===== config.mk =====
export PLATFORM = sky130hd
export DESIGN_NAME = uart2rah_packer
export DESIGN_NICKNAME = d
export VERILOG_FILES = /design/src/rtl/uart2rah_packer.sv
export SDC_FILE = /design/constraint.sdc
export NUM_CORES = 1
export LEC_CHECK = 0
export BUFFER_PORTS_ARGS = -buffer_cell sky130_fd_sc_hd__buf_4
export CAP_MARGIN = 20
export CORE_ASPECT_RATIO = 2
export CORE_MARGIN = 2
export CORE_UTILIZATION = 30
export CTS_BUF_LIST = sky130_fd_sc_hd__clkbuf_4 sky130_fd_sc_hd__clkbuf_8
export CTS_CLUSTER_DIAMETER = 200
export DETAILED_ROUTE_END_ITERATION = 16
export PLACE_DENSITY_LB_ADDON = 0.05
export SYNTH_ARGS = -nofsm -noshare
export SYNTH_HDL_FRONTEND = slang
export SYNTH_SLANG_ARGS = --single-unit

===== constraint.sdc =====
create_clock -name clk -period 3.1 [get_ports clk]
set_clock_uncertainty 0.05 [all_clocks]
set_input_delay 0.31 -clock clk [delete_from_list [all_inputs] [get_ports clk]]
set_output_delay 0.31 -clock clk [all_outputs]
set_load 0.02 [all_outputs]

===== src/rtl/uart2rah_packer.sv =====
// Packs UART receiver bytes into RAH-width packets, first byte in the most-significant slot.
// A partial packet goes out on flush or after TIMEOUT_CLKS idle clocks.
module uart2rah_packer #(
   parameter int RAH_PACKET_WIDTH = 48,
   parameter int BYTES_IN_PACKET  = RAH_PACKET_WIDTH / 8,
   parameter int UART_DATA_WIDTH  = 8,
   parameter int TIMEOUT_CLKS     = 18720
) (
   input  logic                                 clk,
   input  logic                                 rst,
   input  logic                                 rx_dv,
   input  logic [UART_DATA_WIDTH-1:0]           rx_byte,
   input  logic                                 flush,
   output logic [RAH_PACKET_WIDTH-1:0]          tx_data,
   output logic                                 send_data,
   output logic [$clog2(BYTES_IN_PACKET):0]     byte_count,
   output logic                                 busy
);

   localparam int W  = RAH_PACKET_WIDTH;
   localparam int U  = UART_DATA_WIDTH;
   localparam int B  = BYTES_IN_PACKET;
   localparam int CW = $clog2(B) + 1;
   localparam int TW = $clog2(TIMEOUT_CLKS + 1);
   localparam logic [CW-1:0] FULL  = CW'(B);
   localparam logic [TW-1:0] TLAST = TW'(TIMEOUT_CLKS - 1);

   typedef enum logic [1:0] {IDLE, FILL, EMIT} state_t;

   state_t          state;
   logic [W-1:0]    pack_q;
   logic [CW-1:0]   cnt;
   logic [TW-1:0]   timer;
   logic [CW-1:0]   cnt_inc;
   logic [W-1:0]    pack_ins;
   logic [W-1:0]    first_pkt;

   assign cnt_inc = cnt + CW'(1);

   // pack_ins: current packet with rx_byte dropped into slot cnt
   always_comb begin
      pack_ins = pack_q;
      for (int k = 0; k < B; k++) begin
         if (CW'(k) == cnt) pack_ins[(B-1-k)*U +: U] = rx_byte;
      end
   end

   always_comb begin
      first_pkt = '0;
      first_pkt[W-1 -: U] = rx_byte;
   end

   always_ff @(posedge clk) begin
      if (rst) begin
         state      <= IDLE;
         pack_q     <= '0;
         cnt        <= '0;
         timer      <= '0;
         send_data  <= 1'b0;
         tx_data    <= '0;
         byte_count <= '0;
         busy       <= 1'b0;
      end else begin
         send_data <= 1'b0;
         case (state)
            IDLE: begin
               timer <= '0;
               if (rx_dv) begin
                  pack_q <= first_pkt;
                  cnt    <= CW'(1);
                  busy   <= 1'b1;
                  if (FULL == CW'(1)) begin
                     send_data  <= 1'b1;
                     tx_data    <= first_pkt;
                     byte_count <= CW'(1);
                     state      <= EMIT;
                  end else begin
                     state <= FILL;
                  end
               end
            end
            FILL: begin
               if (rx_dv && cnt != FULL) begin
                  pack_q <= pack_ins;
                  cnt    <= cnt_inc;
                  timer  <= '0;
                  if (cnt_inc == FULL || flush) begin
                     send_data  <= 1'b1;
                     tx_data    <= pack_ins;
                     byte_count <= cnt_inc;
                     state      <= EMIT;
                  end
               end else if (flush || timer == TLAST || cnt == FULL) begin
                  // cnt == FULL only arises with single-byte packets re-entering FILL
                  send_data  <= 1'b1;
                  tx_data    <= pack_q;
                  byte_count <= cnt;
                  state      <= EMIT;
               end else begin
                  timer <= timer + TW'(1);
               end
            end
            EMIT: begin
               timer <= '0;
               if (rx_dv) begin
                  pack_q <= first_pkt;
                  cnt    <= CW'(1);
                  busy   <= 1'b1;
                  state  <= FILL;
               end else begin
                  pack_q <= '0;
                  cnt    <= '0;
                  busy   <= 1'b0;
                  state  <= IDLE;
               end
            end
            default: state <= IDLE;
         endcase
      end
   end

endmodule


; After elaboration in Yosys (flattened, before gate mapping)
; Cells that the tools add are included.
[op_classes]
n_addsub = 2
eq_ne = 17
n_mux = 35
bitwise_logic = 1
reduce_logical = 17
[op_table]
columns = operator, count
row1 = $mux 48, 6
row2 = $pmux 48 s3, 1
row3 = $mux 8, 6
row4 = $mux 15, 2
row5 = $pmux 15 s2, 1
row6 = $mux 4, 5
row7 = $add 15x1->15 const B, 1
row8 = $eq 15x15->1 const B, 1
row9 = $pmux 4 s3, 1
row10 = $ne 3x3->1 const B, 3
row11 = $reduce_and 3->1, 3
row12 = $eq 2x4->1 const A, 2
row13 = $eq 3x4->1 const A, 2
row14 = $eq 4x3->1 const B, 2
row15 = $mux 2, 4
row16 = $mux 1, 7
row17 = $pmux 2 s3, 1
row18 = $reduce_bool 2->1, 3
row19 = $add 4x1->4 const B, 1
row20 = $eq 1x4->1 const A, 1
row21 = $logic_not 4->1, 1
row22 = $ne 2x2->1 const B, 2
row23 = $ne 4x3->1 const B, 1
row24 = $reduce_and 2->1, 2
row25 = other kinds (10), 13
[totals]
ff_bits = 123
inputBits = 12
output_inout_bits = 54
elab_cells = 80

; Logic depth before layout (Yosys ltp)
; Gate-level depths: netlist (run 1).
[logic_depth]
ltp_word = 6
depth_mapped = 9
mapped_depth_nobuf = 7

; Worst setup path after synthesis (run 1)
; Ideal clock, no wire load.
[synth_timing]
path_type = register -> register
start = reg timer[0]
end = reg tx_data[25]
setup_time_ps = 121
t_arrival_ps = 2207
required_ps = 2929
setup_slack_ps = 722
stages_incl_launch_ff = 9
n_path_buf = 2
synth_period_minus_slack_ps = 2378
path_cell_list = dfxtp_1 -> ha_1 -> and4_1 -> clkbuf_2 -> and4_1 -> a221o_1 -> o21ai_4 -> buf_6 -> mux2_2
[synth_via]
elab_chain_len = 5
[synth_lines]
columns = element, line_no
row1 = from (decl), 33  ; logic [TW-1:0] timer;
row2 = from (signal assigned), 100  ; timer <= timer + TW'(1);
row3 = $eq 15x15->1, 93  ; end else if (flush || timer == TLAST || cnt == FULL) begin
row4 = $logic_or 1x1->1 (2 in a row), 93
row5 = $reduce_bool 2->1 (no source line), --
row6 = $reduce_and 3->1 (no source line), --
row7 = to (signal assigned), 74  ; tx_data <= first_pkt;
row8 = to (signal assigned), 89  ; tx_data <= pack_ins;
row9 = to (signal assigned), 96  ; tx_data <= pack_q;
row10 = to (decl), 14  ; output logic [RAH_PACKET_WIDTH-1:0] tx_data,
; Every way passes these cells.
; A chain may end at the register's enable or synchronous reset.

; Worst setup path after layout (run 1)
[layout_timing]
start = reg timer[0]
end = reg tx_data[13]
; Same word-level chain as after synthesis.

==> impl_metrics.csv, run 1 <==
group,metric,value,unit
yosys,synthFlopType,"dfxtp_1",
yosys,syn_area_per_cell,9.049,um^2
critical_path,reg2regPathDepth,7,
power,power,4481,uW
critical_path,startpoint_type,"flop",
yosys,synth_nets,684,
cts,cts_tree,"yes",
layout,drive_above_1_share,22.97,%
floorplan,initial_core_util,30.41,%
cts,cts_buffers,17,
yosys,synth-compound-area-share,13.85,%
layout,mostFrequentLayoutCells,"dfxtp_1, nor2_1, buf_4",
drt,firstDrtPassIters,5,
placement,gp_congestion,0.8081,
yosys,synth_edf_count,0,
power,seq_power_share,38.3,%
floorplan,coreArea,19730,um^2
yosys,syn_inst,663,
critical_path,worstPathArrival,2830,ps
min_path,hold_class,"input pin to flop",
floorplan,die_y,204.0,um
yosys,seq_area_frac_synth,41.04,%
power,swShare,34.17,%
critical_path,crit_path_frequent_cell,"and4_1",
placement,dp_hpwl,11410,um
yosys,synth-warning-count,0,
cts,cts_resized,0,
yosys,synth_cell_type_count,51,
run,max_cap_viol_count,0,
critical_path,required,3380,ps
drt,drcViolationCount,0,
cts,hold_buffers,0,
grt,antenna_found_initial,0,
floorplan,die_x,104.0,um
grt,globalRouteOverflowTotal,0,
layout,areaGrowthSynthToFinish,18.89,%
timing,tightestPinTransition,652.7,ps
layout,fill_cells,2077,
power,pwr-share-clk,32.0,%
timing,setup_viol,0,
cts,clk_latency,450,ps
drt,routed_wl,16540,um
critical_path,critPathKind,"flop to flop",
timing,rsz0062_at_grt,"no",
critical_path,crit_buf_inv,1,
placement,place_ws,571.7,ps
critical_path,r2r_start,"timer[0]",
yosys,synth_mux_area_share,18.10,%
min_path,min_path_cells,3,
critical_path,crit_path_max_fanout,40,
cts,htreeDepth,4,
drt,vias,4928,
drt,wl_per_cell,16.72,um
min_path,worstHoldStart,"rx_byte[5]",
placement,port_buffers,65,
timing,slew_headroom,56.39,%
min_path,holdPathEnd,"pack_q[29]",
run_status,status,"completed",
yosys,synthSimpleGateAreaFrac,20.38,%
layout,final_common_cell,"dfxtp_1",
floorplan,ioPinCount,66,
cts,cts.sinks,123,
timing,fin_setup_tns,0,ps
drt,drt-initial-drc-count,255,
power,ir_worst_vdd,334.9,uV
floorplan,floorplan.die_area,21210,um^2
timing,layout_setup_ws,557.6,ps
critical_path,slowest_stage,"dfxtp_1",
power,power.share.combinational,29.7,%
timing,max_freq,0.3933,GHz
drt,routed_via_density,4.983,
yosys,synthAdderAreaFrac,1.877,%
yosys,synth.cell_area,6000,um^2
yosys,synth_top_family_by_area,"simple AND/OR/NAND/NOR gates",
drt,ant_nets,0,
critical_path,end_kind,"flop",
timing,hold_viol_final,0,
grt,grt_util_all_layers,16.09,%
grt,grt_first_pass_wirelength,26700,um
layout,nets,735,
cts,root_buffer,"clkbuf_8",
yosys,synthArstFlopShare,0,%
timing,fin_crit_sh,82.01,%
timing,worst_hold_slack,200.1,ps
layout,diodes,0,
cts,clockBufferDepth,2,
critical_path,cpPeakStageDelay,360,ps
critical_path,worstReg2RegEnd,"tx_data[13]",
power,p_int,2950,uW
floorplan,rows,73,
power,leakagePower,0.002766,uW
grt,grt_max_degree,73,
yosys,synth_xor_area_share,0.1460,%
critical_path,regToRegSetupSlack,560,ps
cts,clkTransAtPathRegs,80,ps
critical_path,cp_top_family,"simple AND/OR/NAND/NOR gates",
power,power_switching,1531,uW
power,p_per_area,628.2,nW/um^2
grt,grt_pass1_vias,4949,
cts,cts_setup_buffers,0,
timing,drv_slew,0,
yosys,synth_seq_cells,123,
critical_path,cp_cell_sequence,"ha_1 > and4_1 > and4_1 > a221o_1 > o21ai_4 > buf_12 > mux2_2",
timing,final.min_clock_period,2542,ps
-- tightest hold or removal path, stage by stage --
cell and delay (ps):
buf_4 190, a22oi_1 90, nor2_1 70
-- cell usage after synthesis (9+ instances only) --
library cell / n / share of area, %
dfxtp_1: 123 / 41
nor2_1: 113 / 7.1
nor2b_1: 55 / 5.7
mux2_2: 50 / 9.4
mux2i_1: 50 / 8.3
a22oi_1: 47 / 5.9
clkbuf_1: 36 / 2.3
nand2_1: 22 / 1.4
a21oi_1: 16 / 1.3
o21ai_0: 15 / 1.3
nand3_1: 14 / 1.2
inv_1: 12 / 0.75
and3_1: 9 / 0.94
ha_1: 9 / 1.9
-- sequential cells by signal, summed over array words and instances (netlist names) --
| register | flops |
|---|---|
| tx_data | 48 |
| cnt | 4 |
| send_data | 1 |
| timer | 15 |
| busy | 1 |
| pack_q | 48 |
| byte_count | 4 |
| state | 2 |
-- power by group through the flow --
| stage | logic, uW | clock network [uW] | registers (uW) |
|---|---|---|---|
| floorplan | 858 | 0 | 1760 |
| global placement | 1330 | 0 | 1750 |
| detailed placement | 1340 | 0 | 1750 |
| CTS | 1340 | 1500 | 1710 |
| global route | 1450 | 1560 | 1720 |
| finish | 1330 | 1440 | 1710 |
-- area by class of cell --
class / instances / area (um^2) / area share [%]
flip-flops and latches: 123 / 2462 / 34.52
well taps: 262 / 327.8 / 4.596
clock buffers: 24 / 299.0 / 4.192
repair buffers: 81 / 645.6 / 9.051
clock inverters: 8 / 92.59 / 1.298
multi-input cells: 479 / 3261 / 45.71
inverters: 12 / 45.04 / 0.6315
-- metrics by stage --
stage          util (%)  cell area, um^2  cells
2_1_floorplan         -             6000    663
3_3_place_gp      34.17             6741    957
3_5_place_dp      34.17             6741    957
4_1_cts           36.16             7133    989
5_1_grt           36.16             7133    989
6_report          36.16             7133    989
-- metal layers --
metal	track usage [%]	vias up	share of wire, %
met4	6.612	0	1.9
li1	-	2436	-
met2	29.61	81	54
met1	17.71	2394	42
met3	3.571	17	2.8
met5	0	-	0
-- worst max path at each step --
stage                        endpoint  slack (ps)  cells after the start  startpoint
after global routing         timer[4]         370                      7      cnt[0]
after global placement       timer[3]         640                      7      cnt[0]
final                     tx_data[13]         560                      7    timer[0]
after CTS                    timer[3]         550                      7      cnt[0]
after floorplan           tx_data[25]         720                      8    timer[0]
after detailed placement  tx_data[30]         570                      7    timer[0]
-- kinds of logic (layout without fill, tap and decap cells) --
logic type,Yosys count,in the layout
AOI/OAI and AO/OA,118,118
xor gates and xnor gates,1,1
adders and majority gates,9,9
buffers and inverters,61,125
DFF,123,123
muxes,102,102
and+or+nand+nor,249,249
(Power assumes the default switching activity.)
==> run 2: changes to the inputs <==
==> constraint.sdc (replaced) <==
create_clock -name clk -period 2.49 [get_ports clk]
set_clock_uncertainty 0.05 [all_clocks]
set_input_delay 0.249 -clock clk [delete_from_list [all_inputs] [get_ports clk]]
set_output_delay 0.249 -clock clk [all_outputs]
set_load 0.02 [all_outputs]
==> impl_metrics.csv, run 2 (synthesis results as in run 1) <==
group,metric,value,unit
layout,final_cell_area,7682,um^2
cts,hold_buffers,0,
timing,max_freq,0.4013,GHz
floorplan,die_x,104.0,um
layout,nets,766,
critical_path,slowest_stage,"a221o_1",
drt,vias,5135,
power,p_per_area,775.4,nW/um^2
floorplan,ioPinCount,66,
critical_path,r2r_start,"timer[1]",
floorplan,coreArea,19730,um^2
run_status,status,"finished with violations",
cts,cts.sinks,123,
drt,ant_nets,0,
cts,clk_latency,460,ps
critical_path,startpoint_type,"flop",
power,leakagePower,0.003097,uW
floorplan,die_y,204.0,um
layout,mostFrequentLayoutCells,"dfxtp_1, nor2_1, buf_4",
floorplan,floorplan.die_area,21210,um^2
timing,fin_setup_tns,-1.711,ps
placement,gp_congestion,0.7842,
min_path,min_path_cells,3,
floorplan,rows,73,
placement,place_ws,69.70,ps
critical_path,required,2790,ps
layout,final_common_cell,"dfxtp_1",
critical_path,end_kind,"flop",
critical_path,crit_path_frequent_cell,"and4_1",
critical_path,crit_path_max_fanout,8,
critical_path,worstPathArrival,2790,ps
grt,antenna_found_initial,0,
drt,wl_met2,9788,um
min_path,holdPathEnd,"pack_q[38]",
timing,hold_viol_final,0,
timing,slew_headroom,58.17,%
timing,final.min_clock_period,2492,ps
grt,grt_first_pass_wirelength,27010,um
grt,grt_util_all_layers,16.24,%
drt,routed_via_density,5.039,
cts,htreeDepth,4,
timing,setup_viol,1,
critical_path,cp_cell_sequence,"ha_4 > and4_1 > and4_1 > a221o_1 > o21ai_4 > buf_12 > clkbuf_16 > mux2_2",
timing,drv_slew,0,
cts,clkTransAtPathRegs,80,ps
layout,largestRegisters,"pack_q: 48 flops, tx_data: 48 flops, timer: 15 flops",
run,max_cap_viol_count,0,
cts,cts_buffers,17,
timing,layout_setup_ws,-1.711,ps
timing,fin_crit_sh,100.1,%
power,ir_worst_vdd,346.0,uV
drt,firstDrtPassIters,4,
cts,cts_tree,"yes",
placement,placed_area,6877,um^2
critical_path,critPathKind,"flop to flop",
drt,routed_wl,18200,um
drt,met1Wirelength,7388,um
cts,root_buffer,"clkbuf_8",
drt,drt-initial-drc-count,262,
placement,dp_hpwl,11740,um
layout,areaGrowthSynthToFinish,28.05,%
placement,port_buffers,65,
drt,dr_wl_met3,512,um
timing,tightestPinTransition,618.7,ps
floorplan,initial_core_util,30.41,%
cts,clockBufferDepth,2,
layout,diodes,0,
drt,routed.top_layer,"met4",
critical_path,cpPeakStageDelay,390,ps
critical_path,reg2regPathDepth,8,
drt,drcViolationCount,0,
min_path,hold_class,"input pin to flop",
layout,final_util,38.94,%
grt,grt_pass1_vias,5130,
critical_path,regToRegSetupSlack,-2,ps
critical_path,worstReg2RegEnd,"tx_data[0]",
timing,rsz0062_at_grt,"yes",
layout,drive_above_1_share,27.21,%
drt,wl_per_cell,17.86,um
min_path,worstHoldStart,"rx_byte[6]",
run_status,violations,"negative setup slack",
grt,globalRouteOverflowTotal,0,
grt,grt_max_degree,76,
==> run 2: timing repair <==
item / CTS / global route
endpoints found under the setup margin: 0 / 56
resized for setup: 0 / 49
hold endpoints to repair: 0 / 0
buffers inserted: 0 / 6
==> run 2: where the power goes <==
part	leakage [uW]	internal, uW	switching (uW)
sequential	0.000995	2060	70.0
combinational	0.00189	810	1160
clock	0.000211	1030	816
==> run 2: worst max-delay path, delay by kind of cell, from the launching register on <==
family	cells	cell delay [ps]
AO/OA/AOI/OAI	2	680
adder cells (fa/ha/maj)	1	170
buffers and inverters	2	360
flip-flops	1	370
multiplexers	1	320
AND/OR/NAND/NOR	2	410
==> run 2: layout make-up <==
cell class | instances | area [um^2]
fillers | 2071 | 12050
multi-input cells | 479 | 3395
flip-flops and latches | 123 | 2472
repair buffers | 112 | 1037
well taps | 262 | 327.8
clock buffers | 24 | 317.8
clock inverters | 7 | 87.58
inverters | 12 | 45.04
==> run 2: how the worst max path moves through the flow <==
stage,slack (ps),to,from,cells past startpoint
2_1_floorplan,110,tx_data[25],timer[0],8
6_report,-2,tx_data[0],timer[1],8
3_3_place_gp,110,tx_data[33],timer[0],7
3_5_place_dp,70,tx_data[26],timer[0],7
4_1_cts,60,tx_data[26],timer[0],7
5_1_grt,-40,tx_data[0],timer[1],8
==> run 2: through the flow <==
stage	hold WS (ps)	instances	total power, uW
2_1_floorplan	380.9	663	3262
4_1_cts	87.61	1006	5728
5_1_grt	126.7	1019	6250
3_3_place_gp	421.1	975	3831
6_report	120.5	1019	5957
3_5_place_dp	421.9	975	3847
==> run 2: routing by layer <==
metal  global-route usage [%]  up-vias
li1                         -     2507
met1                    17.20     2500
met2                    30.19       94
met3                    3.412       34
met4                    7.963        0
met5                        0        -
